===== config.mk =====
export PLATFORM = sky130hd
export DESIGN_NAME = fetch_ctrl
export DESIGN_NICKNAME = d
export VERILOG_FILES = /design/src/rtl/fetch_pkg.sv /design/src/rtl/fetch_if_id_reg.sv /design/src/rtl/fetch_ctrl.sv
export SDC_FILE = /design/constraint.sdc
export NUM_CORES = 1
export LEC_CHECK = 0
export BUFFER_PORTS_ARGS = -buffer_cell sky130_fd_sc_hd__buf_2
export CAP_MARGIN = 20
export CORE_MARGIN = 5
export CORE_UTILIZATION = 43
export DETAILED_ROUTE_END_ITERATION = 8
export PLACE_DENSITY = 0.75
export SLEW_MARGIN = 20
export SYNTH_ARGS = -nofsm -noshare
export SYNTH_HDL_FRONTEND = slang
export SYNTH_SLANG_ARGS = --single-unit

===== constraint.sdc =====
create_clock -name clk -period 5.35 [get_ports clk]
set_input_delay 0.535 -clock clk [delete_from_list [all_inputs] [get_ports clk]]
set_output_delay 0.535 -clock clk [all_outputs]
set_load 0.03 [all_outputs]

===== src/rtl/fetch_pkg.sv =====
// -----------------------------------------------------------------------------
// fetch_pkg
//   Shared definitions for the fetch stage: FSM state encoding, the NOP
//   instruction loaded into decode on flush/reset, the default reset PC and
//   a small PC increment helper.
//
//   Optional feature macro used by fetch_ctrl: FETCH_PERF_CNT_EN
// -----------------------------------------------------------------------------
package fetch_pkg;

  // REQ     : presenting a request at PC
  // WAIT    : one request outstanding, result goes to IF/ID
  // DISCARD : one request outstanding, result is stale and will be dropped
  typedef enum logic [1:0] {
    REQ     = 2'd0,
    WAIT    = 2'd1,
    DISCARD = 2'd2
  } fetchState_t;

  localparam logic [31:0] NOP_INSTR        = 32'h0000_0013;
  localparam logic [31:0] DEFAULT_RESET_PC = 32'h0000_0000;

  // Sequential PC; wraps modulo 2^32 with no alignment check.
  function automatic logic [31:0] pcPlus4(input logic [31:0] pc);
    return pc + 32'd4;
  endfunction

endpackage


===== src/rtl/fetch_if_id_reg.sv =====
// -----------------------------------------------------------------------------
// fetch_if_id_reg
//   IF/ID pipeline register: instruction, PC, PC+4 and a valid flag.
//
//   Ports:
//     clk, rst        clock and asynchronous active-high reset
//     load            a fresh instruction is available this cycle
//     flush           kill the current entry (wins over stall and load)
//     stall           decode cannot accept; hold a valid entry
//     instrIn/pcIn/pcPlus4In  data captured on load
//     InstrD/PCD/PCPlus4D/ValidD  register outputs to decode
//
//   On flush only ValidD and InstrD change; PC fields keep their last value.
//   When a valid entry is consumed with nothing new behind it, ValidD drops
//   but the data fields are left untouched.
// -----------------------------------------------------------------------------
module fetch_if_id_reg #(
  parameter logic [31:0] NOP_INSTR = fetch_pkg::NOP_INSTR
) (
  input  logic        clk,
  input  logic        rst,
  input  logic        load,
  input  logic        flush,
  input  logic        stall,
  input  logic [31:0] instrIn,
  input  logic [31:0] pcIn,
  input  logic [31:0] pcPlus4In,
  output logic [31:0] InstrD,
  output logic [31:0] PCD,
  output logic [31:0] PCPlus4D,
  output logic        ValidD
);

  // A valid entry that decode is refusing must not be overwritten.
  logic holdD;
  assign holdD = stall && ValidD;

  always_ff @(posedge clk or posedge rst) begin
    if (rst) begin
      ValidD <= 1'b0;
    end else if (flush) begin
      ValidD <= 1'b0;
    end else if (!holdD) begin
      ValidD <= load;
    end
  end

  always_ff @(posedge clk or posedge rst) begin
    if (rst) begin
      InstrD   <= NOP_INSTR;
      PCD      <= 32'd0;
      PCPlus4D <= 32'd0;
    end else if (flush) begin
      InstrD   <= NOP_INSTR;
    end else if (load && !holdD) begin
      InstrD   <= instrIn;
      PCD      <= pcIn;
      PCPlus4D <= pcPlus4In;
    end
  end

endmodule


===== src/rtl/fetch_ctrl.sv =====
// -----------------------------------------------------------------------------
// fetch_ctrl
//   Fetch-stage sequencer against a variable-latency instruction memory with
//   valid/ready request and response channels. Owns the PC, the single
//   outstanding request and the IF/ID register.
//
//   Ports:
//     clk, rst                 clock, asynchronous active-high reset
//     PCSrcE, PCTargetE        redirect from execute (highest priority)
//     StallD                   decode cannot accept; IF/ID holds
//     imem_req_valid/ready/addr   request channel (addr = PC)
//     imem_rsp_valid/ready/data   response channel (memory holds until taken)
//     InstrD, PCD, PCPlus4D, ValidD   IF/ID register outputs
//   Optional (FETCH_PERF_CNT_EN defined):
//     fetch_cnt                IF/ID loads of a real instruction
//     discard_cnt              responses dropped after a redirect
//
//   Configuration macro: FETCH_PERF_CNT_EN
// -----------------------------------------------------------------------------
module fetch_ctrl #(
  parameter logic [31:0] RESET_PC  = fetch_pkg::DEFAULT_RESET_PC,
  parameter logic [31:0] NOP_INSTR = fetch_pkg::NOP_INSTR
) (
  input  logic        clk,
  input  logic        rst,
  input  logic        PCSrcE,
  input  logic [31:0] PCTargetE,
  input  logic        StallD,
  output logic        imem_req_valid,
  input  logic        imem_req_ready,
  output logic [31:0] imem_req_addr,
  input  logic        imem_rsp_valid,
  output logic        imem_rsp_ready,
  input  logic [31:0] imem_rsp_data,
  output logic [31:0] InstrD,
  output logic [31:0] PCD,
  output logic [31:0] PCPlus4D,
  output logic        ValidD
`ifdef FETCH_PERF_CNT_EN
  ,
  output logic [31:0] fetch_cnt,
  output logic [31:0] discard_cnt
`endif
);

  import fetch_pkg::*;

  fetchState_t state, stateNext;
  logic [31:0] pc, pcNext;
  logic [31:0] reqPc, reqPcNext;
  logic [31:0] reqPcPlus4;
  logic        reqFire, rspFire;
  logic        loadD;
  logic        dropRsp;

  assign reqPcPlus4    = pcPlus4(reqPc);
  assign imem_req_addr = pc;

  // ---------------------------------------------------------------------------
  // State register
  // ---------------------------------------------------------------------------
  always_ff @(posedge clk or posedge rst) begin
    if (rst) begin
      state <= REQ;
      pc    <= RESET_PC;
      reqPc <= RESET_PC;
    end else begin
      state <= stateNext;
      pc    <= pcNext;
      reqPc <= reqPcNext;
    end
  end

  // ---------------------------------------------------------------------------
  // Handshake outputs, next state and IF/ID control
  // ---------------------------------------------------------------------------
  always_comb begin
    imem_req_valid = 1'b0;
    imem_rsp_ready = 1'b0;
    stateNext      = state;
    pcNext         = pc;
    reqPcNext      = reqPc;
    loadD          = 1'b0;
    dropRsp        = 1'b0;

    // Both channels are quiet while reset is held, even though the state
    // register already sits in REQ.
    if (!rst) begin
      unique case (state)
        REQ:     imem_req_valid = 1'b1;
        // A redirect makes the response stale, so it can be taken even if
        // decode is stalled.
        WAIT:    imem_rsp_ready = PCSrcE || !ValidD || !StallD;
        DISCARD: imem_rsp_ready = 1'b1;
        default: ;
      endcase
    end

    reqFire = imem_req_valid && imem_req_ready;
    rspFire = imem_rsp_valid && imem_rsp_ready;

    unique case (state)
      REQ: begin
        if (reqFire) begin
          reqPcNext = pc;
          // A request accepted in the redirect cycle is already stale.
          stateNext = PCSrcE ? DISCARD : WAIT;
        end
      end
      WAIT: begin
        if (rspFire) begin
          stateNext = REQ;
          if (PCSrcE) begin
            dropRsp = 1'b1;
          end else begin
            loadD  = 1'b1;
            pcNext = reqPcPlus4;
          end
        end else if (PCSrcE) begin
          stateNext = DISCARD;
        end
      end
      DISCARD: begin
        if (rspFire) begin
          dropRsp   = 1'b1;
          stateNext = REQ;
        end
      end
      default: stateNext = REQ;
    endcase

    // Redirect target overrides any sequential PC update.
    if (PCSrcE) begin
      pcNext = PCTargetE;
    end
  end

  // ---------------------------------------------------------------------------
  // IF/ID register
  // ---------------------------------------------------------------------------
  fetch_if_id_reg #(
    .NOP_INSTR (NOP_INSTR)
  ) u_if_id (
    .clk       (clk),
    .rst       (rst),
    .load      (loadD),
    .flush     (PCSrcE),
    .stall     (StallD),
    .instrIn   (imem_rsp_data),
    .pcIn      (reqPc),
    .pcPlus4In (reqPcPlus4),
    .InstrD    (InstrD),
    .PCD       (PCD),
    .PCPlus4D  (PCPlus4D),
    .ValidD    (ValidD)
  );

`ifdef FETCH_PERF_CNT_EN
  // ---------------------------------------------------------------------------
  // Free-running wrapping event counters: [0] fetches, [1] discards
  // ---------------------------------------------------------------------------
  logic [1:0]  cntInc;
  logic [31:0] cntQ [2];

  assign cntInc = {dropRsp, loadD};

  generate
    for (genvar gi = 0; gi < 2; gi++) begin : g_perf_cnt
      always_ff @(posedge clk or posedge rst) begin
        if (rst) begin
          cntQ[gi] <= 32'd0;
        end else if (cntInc[gi]) begin
          cntQ[gi] <= cntQ[gi] + 32'd1;
        end
      end
    end
  endgenerate

  assign fetch_cnt   = cntQ[0];
  assign discard_cnt = cntQ[1];
`endif

endmodule


==> impl_results.md <==
* Cts repair resizes at 0
* Std cell rows at 47
* Syn nets at 719
* Internal Power at 2.853 mW
* I/O pin total at 201
* CP Launch Point: PCSrcE
* Min Hold Slack at 0.08501 ns
* Multi-input gate area at 2868 sq um
* Min-delay worst type: in2async
* PD cells at 524.9 nW/um^2
* Max incr delay on CP at 0.90 ns
* Gate power share at 32.8%
* Met3 Routed Length at 1.391 mm
* Vias in the first global route at 5538
* Post-synth EDFFs at 0
* RSZ-0062 raised after global routing: false
* Highest Clock Rate at 367.2 MHz
* Cell count after synthesis at 645
* Post-Layout Cell Count at 1056
* Clk_skew at 0.01170 ns
* Sw Share at 38.70%
* Flop2flop setup slack at 2.77 ns
* Max VDD drop at 335.4 uV
* CP delay by family, top: simple AND/OR/NAND/NOR gates
* Slew Viols, Final at 0
* CP startpoint kind: input port
* GRT Total Usage at 19.01%
* Reg2reg start: state[1]$_DFFE_PP0P_
* Chip Width at 138.5 microns
* # hold bufs at CTS at 0
* Pleak at 4.389 nW
* Largest net degree at the start of global routing at 109
* Syn_area_per_cell at 11.00 sq um
* Sequential share of power at 41.1%
* Sw power at 1.801 mW
* WP depth at 6
* Min Tclk post-route at 2.723 ns
* Sequential share of the synthesized area at 56.83%
* Worst-path clk slew at 0.07 ns
* Final WL at 18.00 mm
* Final setup vio count at 0
* Max cap viols at 0
* Clock share of power at 26.1%
* Met1 WL at 8.035 mm
* Core area at 16410 sq um
* First-pass GRT wire length at 29.57 mm
* CTS tree: built
* Final ANT Viol Nets at 0
* Clock root cell: clkbuf_16
* CP max-delay cell: and3_1
* First drt pass iteration count at 4
* GPL Wtd Cong at 0.8133
* CP Data Required Time at 5.72 ns
* Netlist cell types at 50
* Via density at 5.139
* CP Data Arrival Time at 3.09 ns
* Fill cells at 1424
* Register area at 4033 sq um
* Post-CTS Setup Repair Bufs at 0
* Status: finished clean
* Nets at 898
* Max-Slew Margin vs Limit at 29.95%
* Worst reg-to-reg path cell count at 6
* Layout area overhead at 24.97%
* Total gr overflow at 0
* Synthesis warning total at 0
* Drt wl/cell at 17.05 microns
* Port bufs at 200
* Top sig layer: met4
* Worst r2r dst: u_if_id.PCD[3]$_DFFE_PP0P_
* Synth top area cells: dfrtp_1 (56%), mux2_2 (9.8%), nand2_1 (4.8%), o21ai_0 (4.2%), nand2b_1 (2.6%)
* CP endpoint: imem_req_addr[7]$_DFFE_PP0P_
* Mapped Area at 7096 sq um
* Element type at the critical path end: flip-flop
* Die area at 19170 sq um
* Register bit total from synthesis at 161
* Ys async rst share at 100.0%
* Worst path buffer plus inverter count at 1
* Crit-path max FO at 103
* TritonCTS buffer count at 17
* Proportion of layout cells with a drive suffix above 1 at 36.84%
* Measured slew at the worst slew-check pin at 1.051 ns
* Max clock buf depth at 2
* Fin. Hold Viols at 0
* Synth area leader: dfrtp_1
* Fin crit share at 50.90%
* Clock Latency Late Sink at 0.43 ns
* Top cell type's share of synthesized area at 55.72%
* Setup TNS at 0 ns
* Initial antenna violation count at 0
* H-tree level count at 4
* Vias at 5427
* Sink Count at 161
* DR DRC count at 0
* Initial Util at 43.25%
* Inst Count DP at 1023
* Starting DRT DRC Count at 241
* CP Cell Sequence: buf_4 > nand4bb_1 > and3_1 > nor2_1 > a211oi_1 > a21o_1
* Critical path class: in2reg
* Routed wl met2 at 8.348 mm
* Number of diodes at 0
* DP HPWL at 12.15 mm
* Ys flop type: dfrtp_1
* Die Ht at 138.5 microns
-- placed cells by master (no fill, tap or decap), types with 6 or more instances in the layout --
cell type,instances
a211oi_1,7
a21o_1,8
a21oi_1,21
buf_2,199
clkbuf_16,17
dfrtp_1,158
inv_1,7
mux2_2,62
mux2i_1,6
nand2_1,88
nand2b_1,30
nand3_1,10
nand4_1,13
nor2_1,24
nor2b_1,7
o21ai_0,59
o21ai_1,11
xnor2_1,13
xor2_1,12
-- flip-flops by register name, indices dropped and copies added, names as in the netlist --
register	cells
u_if_id.InstrD	32
u_if_id.PCPlus4D	32
imem_req_addr	32
u_if_id.PCD	30
reqPc	32
state	2
u_if_id.ValidD	1
-- cell families (layout without fill, tap and decap cells) --
group	count (synthesis)	in the layout	share of synthesized area, %
mux	69	69	10.84
simple gates	206	206	14.92
flops	161	161	56.83
fa+ha+maj	4	4	0.7054
compound gates	129	129	10.56
buf+inv	51	242	3.051
xor+xnor	25	25	3.086
-- per-layer routing --
metal,up-vias,GRT usage (%)
met5,-,0
met4,0,5.200
met3,17,5.767
met2,190,29.75
met1,2627,25.89
li1,2593,-
-- stage by stage --
stage | utilization, % | setup WS (ns) | cell area [sq um] | power (mW)
after floorplan | - | 0.2163 | 7096 | 2.960
after global placement | 50.11 | 2.277 | 8222 | 3.424
after detailed placement | 50.11 | 2.231 | 8222 | 3.461
after CTS | 53.71 | 2.645 | 8812 | 4.690
after global routing | 54.05 | 2.372 | 8867 | 4.922
final | 54.05 | 2.627 | 8867 | 4.655
-- power by group through the flow --
stage	clock network [mW]	logic (mW)	registers (mW)
global placement	0	1.51	1.92
finish	1.21	1.53	1.91
floorplan	0	0.669	2.29
global route	1.30	1.66	1.97
CTS	1.24	1.54	1.91
detailed placement	0	1.53	1.93
-- cell type report --
type	instances	area share, %
Sequential cell	161	45.48
Multi-Input combinational cell	433	32.34
Timing Repair Buffer	203	12.02
Clock buffer	22	5.461
Tap cell	220	3.104
Clock inverter	9	1.199
Inverter	8	0.3951
-- cells in the mapped netlist, types with 5 or more instances --
cell / instances
mux2_2: 62
o21ai_0: 59
nor2_1: 24
mux2i_1: 6
a21o_1: 8
xnor2_1: 13
nand3_1: 10
nor3_1: 5
nand4_1: 13
and3_1: 5
inv_1: 8
a211oi_1: 7
nor3b_1: 5
o21ai_1: 11
clkbuf_1: 23
dfrtp_1: 158
nor2b_1: 7
nand2b_1: 30
xor2_1: 12
a21oi_1: 22
o22ai_1: 5
nand2_1: 90
buf_2: 14
-- how the worst min path moves through the flow --
stage / startpoint / end / slack (ns) / cells after the start
after floorplan: reqPc[0]$_DFFE_PP0P_ / u_if_id.PCPlus4D[0]$_DFFE_PP0P_ / 0.50 / 1
after global placement: u_if_id.InstrD[12]$_DFFE_PP0P_ / u_if_id.InstrD[12]$_DFFE_PP0P_ / 0.46 / 2
after detailed placement: u_if_id.InstrD[9]$_DFFE_PP0P_ / u_if_id.InstrD[9]$_DFFE_PP0P_ / 0.47 / 2
after CTS: PCTargetE[2] / imem_req_addr[2]$_DFFE_PP0P_ / 0.30 / 3
after global routing: rst / u_if_id.PCD[16]$_DFFE_PP0P_ / 0.09 / 2
final: rst / u_if_id.PCD[16]$_DFFE_PP0P_ / 0.09 / 2
Note: power is estimated with default switching activity, not from simulation.
